### src/rtl/srt_qreg_unit.sv
// Quotient / partial-remainder register unit for a radix-2 SRT divider.
// Optional build macro SRT_QREG_OTF_CONV_EN selects on-the-fly quotient conversion.
module srt_qreg_unit #(
    parameter int WIDTH = 8
) (
    input  logic                         clk,
    input  logic                         rst_b,
    input  logic                         load,
    input  logic [WIDTH:0]               a_in,
    input  logic [WIDTH-1:0]             q_in,
    input  logic                         a_wr,
    input  logic [WIDTH:0]               a_wdata,
    input  logic                         step_valid,
    input  logic [1:0]                   digit,
    output logic                         step_ready,
    output logic [WIDTH:0]               a_out,
    output logic [WIDTH-1:0]             q_out,
    output logic [WIDTH-1:0]             q_star_out,
    output logic [WIDTH-1:0]             quotient,
    output logic [$clog2(WIDTH+1)-1:0]   step_cnt,
    output logic                         busy,
    output logic                         done,
    output logic                         err
);

    localparam int CW = $clog2(WIDTH + 1);

    typedef enum logic [1:0] {
        ST_IDLE  = 2'd0,
        ST_SHIFT = 2'd1,
        ST_CONV  = 2'd2,
        ST_DONE  = 2'd3
    } state_t;

    state_t            state_q, state_d;
    logic [WIDTH:0]    a_q, a_d;
    logic [WIDTH-1:0]  q_q, q_d;
    logic [WIDTH-1:0]  qs_q, qs_d;
    logic [WIDTH-1:0]  quot_q, quot_d;
    logic [CW-1:0]     cnt_q, cnt_d;
    logic              err_q, err_d;
    logic              step_ready_q, step_ready_d;
    logic              busy_q, busy_d;
    logic              done_q, done_d;
    logic              d_pos_s, d_neg_s, d_ill_s;

`ifdef SRT_QREG_OTF_CONV_EN
    logic [WIDTH-1:0]  qf_q, qf_d;
    logic [WIDTH-1:0]  qm_q, qm_d;
`else
    logic [CW-1:0]     conv_cnt_q, conv_cnt_d;
    logic              borrow_q, borrow_d;
    logic [WIDTH-1:0]  q_sh_s, qs_sh_s, diff_mask_s;
    logic [1:0]        sub_s;

    // One bit of Q - Q_star: returns {borrow_out, difference}.
    function automatic logic [1:0] sub_bit(input logic x, input logic y, input logic b);
        sub_bit = {(~x & y) | (~(x ^ y) & b), x ^ y ^ b};
    endfunction
`endif

    // Next-state logic: load beats a_wr, which beats a digit step.
    always_comb begin
        state_d = state_q;
        a_d     = a_q;
        q_d     = q_q;
        qs_d    = qs_q;
        quot_d  = quot_q;
        cnt_d   = cnt_q;
        err_d   = err_q;
        d_pos_s = (digit == 2'b01);
        d_neg_s = (digit == 2'b11);
        d_ill_s = (digit == 2'b10);
`ifdef SRT_QREG_OTF_CONV_EN
        qf_d    = qf_q;
        qm_d    = qm_q;
`else
        conv_cnt_d  = conv_cnt_q;
        borrow_d    = borrow_q;
        q_sh_s      = q_q >> conv_cnt_q;
        qs_sh_s     = qs_q >> conv_cnt_q;
        sub_s       = sub_bit(q_sh_s[0], qs_sh_s[0], borrow_q);
        diff_mask_s = {{(WIDTH-1){1'b0}}, sub_s[0]} << conv_cnt_q;
`endif
        if (load) begin
            state_d = ST_SHIFT;
            a_d     = a_in;
            q_d     = q_in;
            qs_d    = '0;
            quot_d  = '0;
            cnt_d   = '0;
            err_d   = 1'b0;
`ifdef SRT_QREG_OTF_CONV_EN
            qf_d    = '0;
            qm_d    = '1;
`else
            conv_cnt_d = '0;
            borrow_d   = 1'b0;
`endif
        end else begin
            case (state_q)
                ST_SHIFT: begin
                    if (a_wr) begin
                        a_d = a_wdata;
                    end else if (step_valid) begin
                        {a_d, q_d} = {a_q[WIDTH-1:0], q_q, d_pos_s};
                        qs_d  = {qs_q[WIDTH-2:0], d_neg_s};
                        err_d = err_q | d_ill_s;
                        cnt_d = cnt_q + CW'(1);
`ifdef SRT_QREG_OTF_CONV_EN
                        // QF tracks Q, QM tracks Q-1; illegal digits behave as 0.
                        case (digit)
                            2'b01: begin
                                qf_d = {qf_q[WIDTH-2:0], 1'b1};
                                qm_d = {qf_q[WIDTH-2:0], 1'b0};
                            end
                            2'b11: begin
                                qf_d = {qm_q[WIDTH-2:0], 1'b1};
                                qm_d = {qm_q[WIDTH-2:0], 1'b0};
                            end
                            default: begin
                                qf_d = {qf_q[WIDTH-2:0], 1'b0};
                                qm_d = {qm_q[WIDTH-2:0], 1'b1};
                            end
                        endcase
                        if (cnt_q == CW'(WIDTH - 1)) begin
                            state_d = ST_DONE;
                            quot_d  = qf_d;
                        end else begin
                            state_d = ST_SHIFT;
                        end
`else
                        if (cnt_q == CW'(WIDTH - 1)) begin
                            state_d    = ST_CONV;
                            conv_cnt_d = '0;
                            borrow_d   = 1'b0;
                        end else begin
                            state_d = ST_SHIFT;
                        end
`endif
                    end else begin
                        state_d = ST_SHIFT;
                    end
                end
                ST_CONV: begin
`ifdef SRT_QREG_OTF_CONV_EN
                    state_d = ST_DONE;
`else
                    // quotient was cleared on load, so OR-ing in one bit per cycle is safe.
                    quot_d     = quot_q | diff_mask_s;
                    borrow_d   = sub_s[1];
                    conv_cnt_d = conv_cnt_q + CW'(1);
                    if (conv_cnt_q == CW'(WIDTH - 1)) begin
                        state_d = ST_DONE;
                    end else begin
                        state_d = ST_CONV;
                    end
`endif
                end
                ST_IDLE: state_d = ST_IDLE;
                ST_DONE: state_d = ST_DONE;
                default: state_d = ST_IDLE;
            endcase
        end
        step_ready_d = (state_d == ST_SHIFT);
        busy_d       = (state_d == ST_SHIFT) || (state_d == ST_CONV);
        done_d       = (state_d == ST_DONE);
    end

    // State and datapath registers.
    always_ff @(posedge clk or negedge rst_b) begin
        if (!rst_b) begin
            state_q      <= ST_IDLE;
            a_q          <= '0;
            q_q          <= '0;
            qs_q         <= '0;
            quot_q       <= '0;
            cnt_q        <= '0;
            err_q        <= 1'b0;
            step_ready_q <= 1'b0;
            busy_q       <= 1'b0;
            done_q       <= 1'b0;
`ifdef SRT_QREG_OTF_CONV_EN
            qf_q         <= '0;
            qm_q         <= '0;
`else
            conv_cnt_q   <= '0;
            borrow_q     <= 1'b0;
`endif
        end else begin
            state_q      <= state_d;
            a_q          <= a_d;
            q_q          <= q_d;
            qs_q         <= qs_d;
            quot_q       <= quot_d;
            cnt_q        <= cnt_d;
            err_q        <= err_d;
            step_ready_q <= step_ready_d;
            busy_q       <= busy_d;
            done_q       <= done_d;
`ifdef SRT_QREG_OTF_CONV_EN
            qf_q         <= qf_d;
            qm_q         <= qm_d;
`else
            conv_cnt_q   <= conv_cnt_d;
            borrow_q     <= borrow_d;
`endif
        end
    end

    assign step_ready = step_ready_q;
    assign a_out      = a_q;
    assign q_out      = q_q;
    assign q_star_out = qs_q;
    assign quotient   = quot_q;
    assign step_cnt   = cnt_q;
    assign busy       = busy_q;
    assign done       = done_q;
    assign err        = err_q;

endmodule

### config.mk
export PLATFORM = sky130hd
export DESIGN_NAME = srt_qreg_unit
export DESIGN_NICKNAME = d
export VERILOG_FILES = /design/src/rtl/srt_qreg_unit.sv
export SDC_FILE = /design/constraint.sdc
export NUM_CORES = 1
export LEC_CHECK = 0
export BUFFER_PORTS_ARGS = -buffer_cell sky130_fd_sc_hd__buf_4
export CORE_UTILIZATION = 40
export DETAILED_ROUTE_END_ITERATION = 7
export HOLD_SLACK_MARGIN = 0.1
export PLACE_DENSITY = 0.68
export RECOVER_POWER = 50
export SETUP_SLACK_MARGIN = 0.15
export SYNTH_ARGS = -nofsm -noshare
export SYNTH_HDL_FRONTEND = slang
export SYNTH_SLANG_ARGS = --single-unit
### constraint.sdc
create_clock -name clk -period 3.05 [get_ports clk]
set_input_delay 0.4575 -clock clk [delete_from_list [all_inputs] [get_ports clk]]
set_output_delay 0.4575 -clock clk [all_outputs]
set_load 0.01 [all_outputs]
==> results.yml <==
grt:
  globalRoute.busiestLayer: "met2"
  grt_util_met1: 0.2378
  antenna_found_initial: 0
  use_met2: 0.2735
  grt_pass1_wl_um: 8514
  met3_usage: 0.03543
  grt-ovfl-total: 0
  grtUsageTotal: 0.1728
  first_global_vias: 1736
  grt_max_degree: 66
setup_path:
  crit_path_max_incr_delay_ps: 570
  setup.worst_path.end: "quotient[7]"
  rr_endpoint: "quotient[7]"
  reg2reg_from: "conv_cnt_q[0]"
  startpoint_type: "flip-flop"
  worstPathMaxFanout: 9
  critPathKind: "flip-flop to flip-flop"
  slowest_stage: "dfrtp_1"
  crit_chain: "mux4_2 -> a22oi_1 -> fa_1 -> nor2b_1 -> a31oi_1 -> nor2_1"
  crit_required_ps: 3270
  critical_path.startpoint: "conv_cnt_q[0]"
  reg2reg_slack_ps: 600
  end_kind: "flip-flop"
  worst_ep_arrival_time_ps: 2680
  r2r_cells: 6
logic_synthesis:
  synth_top_cell_by_area: "dfrtp_1"
  yosysTopAreaCellShare: 0.4938
  synth_edf_count: 0
  synth_area_leaders: "dfrtp_1, mux2i_1, nand2_1, mux2_2, o21ai_0"
  synth_common_cells: "dfrtp_1, nand2_1, o21ai_0"
  synth.most_common_cell: "dfrtp_1"
  avgSynthCellArea_um2: 10.22
  syn_area_um2: 2432
  synthCells: 238
  synth-seq-area-share: 0.4938
  synth_ff_type: "dfrtp_1"
  synth-seq-cells: 48
  async_reset_ff_frac: 1.000
  syn_nets: 276
  yosys_warnings: 0
  ys_types: 38
layout:
  multi_input_area_um2: 1119
  synthToLayoutAreaGrowth_pct: 22.63
  fillCellCount: 603
  nets: 338
  drive_above_1_share: 0.2467
  seqCellArea_um2: 1201
  diodes: 0
  post-route-util: 0.5068
floorplan:
  num_rows: 28
  dieArea_um2: 6397
  core_um2: 5886
  die_w_um: 79.98
  initial_utilization: 0.4133
  pin_count: 74
  die_y_um: 79.98
cts:
  cts_buffers: 5
  cts_resized: 0
  clock-sinks: 48
  h-tree-depth: 2
  clk_pin_slew_worst_paths_ps: 80
  clk_path_buf_depth: 2
  cts_tree: "done"
  insertion_delay_ps: 290
  cts_setup_buffers: 0
  root_buffer: "clkbuf_8"
  holdBufCountCts: 0
detailed_routing:
  antenna_left: 0
  drt-pass1-iter-count: 6
  viasPerCell: 5.117
  wl_um: 5349
  drtIter0Drc: 199
  drc: 0
  vias: 1919
  wl_per_cell_um: 14.26
timing:
  final-hold-violation-count: 0
  setup_viol: 0
  slew_headroom: -0.6550
  rsz0062_at_grt: "false"
  fin_crit_sh: 0.8045
  clock.fmax_ghz: 0.4075
  tightest_slew_ps: 2482
  finalWorstSetupSlack_ps: 596.2
  min_period_ps: 2454
  fin_skew_ps: 3.402
  slew_viol_final: 49
  fin_setup_tns_ps: 0
placement:
  dp_hpwl_um: 3650
  dp_slack_ps: 591.2
  place_congestion: 0.7344
  portBuffers: 73
power_and_ir_drop:
  powerDensity_nw_per_um2: 412.3
  ir_drop_v: 0.0001821
  p_leak_nw: 1.386
  finalPower_mw: 1.230
run:
  max_cap_violations: 1
run_status:
  violations: "capacitance limit, slew limit"
  status: "complete, but fails checks"
worst_hold_path:
  whs_path_depth: 3
  hold_class: "input port to flip-flop"
layout make-up:
cell class	instances	share of cell area
Timing Repair Buffer	74	0.1598
Clock buffer	6	0.02433
Sequential cell	48	0.4027
Tap cell	75	0.03146
Inverter	4	0.005034
Multi-Input combinational cell	167	0.3750
Clock inverter	1	0.001678
cell families (layout without fill, tap and decap cells):
logic type / Yosys count / in the layout / synth area share
multiplexers: 30 / 30 / 0.1487
adder cells (fa/ha/maj): 5 / 5 / 0.02881
buffers and inverters: 23 / 85 / 0.04629
flip-flops: 48 / 48 / 0.4938
XOR/XNOR: 2 / 2 / 0.007203
AO/OA/AOI/OAI: 54 / 54 / 0.1265
AND/OR/NAND/NOR: 76 / 76 / 0.1487
routing by layer:
metal,vias to the layer above,routed length [µm],share of wire
li1,952,-,-
met1,926,2438,0.46
met5,-,0,0
met3,2,217,0.041
met2,39,2652,0.50
met4,0,40,0.0075
metrics by stage:
stage	hold slack, ps	cell area [µm²]	instances
2_1_floorplan	161.9	2432	238
3_3_place_gp	482.1	2984	368
3_5_place_dp	494.8	2984	368
4_1_cts	182.6	3062	375
5_1_grt	371.7	2983	375
6_report	373.8	2983	375
report_power, final:
| group | leakage [nW] | internal (mW) | switching, mW |
|---|---|---|---|
| combinational | 0.722 | 0.0927 | 0.0925 |
| clock | 0.0410 | 0.156 | 0.199 |
| sequential | 0.622 | 0.664 | 0.0257 |
worst max-delay path, delay by kind of cell (launching register included):
kind | cells | cell delay (ps)
simple gates | 2 | 380
fa+ha+maj | 1 | 500
compound gates | 2 | 370
flops | 1 | 570
mux | 1 | 560
state kept, by name, indices dropped and copies added (netlist names):
register,flops
step_ready,1
q_out,8
busy,1
done,1
borrow_q,1
state_q,2
conv_cnt_q,4
q_star_out,8
a_out,9
err,1
step_cnt,4
quotient,8
worst min path at each step:
| stage | start | to |
|---|---|---|
| floorplan | rst_b | a_out[0] |
| global placement | err | err |
| detailed placement | err | err |
| CTS | rst_b | a_out[8] |
| global route | q_in[0] | q_out[0] |
| finish | q_in[3] | q_out[3] |
cell usage in the layout, fill, tap and decap left out, types with 4 or more instances in the layout:
cell type,instances
nor2_1,16
a31oi_1,8
nand2b_1,4
o211ai_1,4
clkbuf_8,5
mux2i_1,17
o21ai_0,19
dfrtp_1,48
clkbuf_1,22
mux2_2,9
mux4_2,4
buf_4,53
nor2b_1,4
nand2_1,37
ha_1,4
inv_1,4
a21oi_1,17
Note: power is estimated with default switching activity, not from simulation.
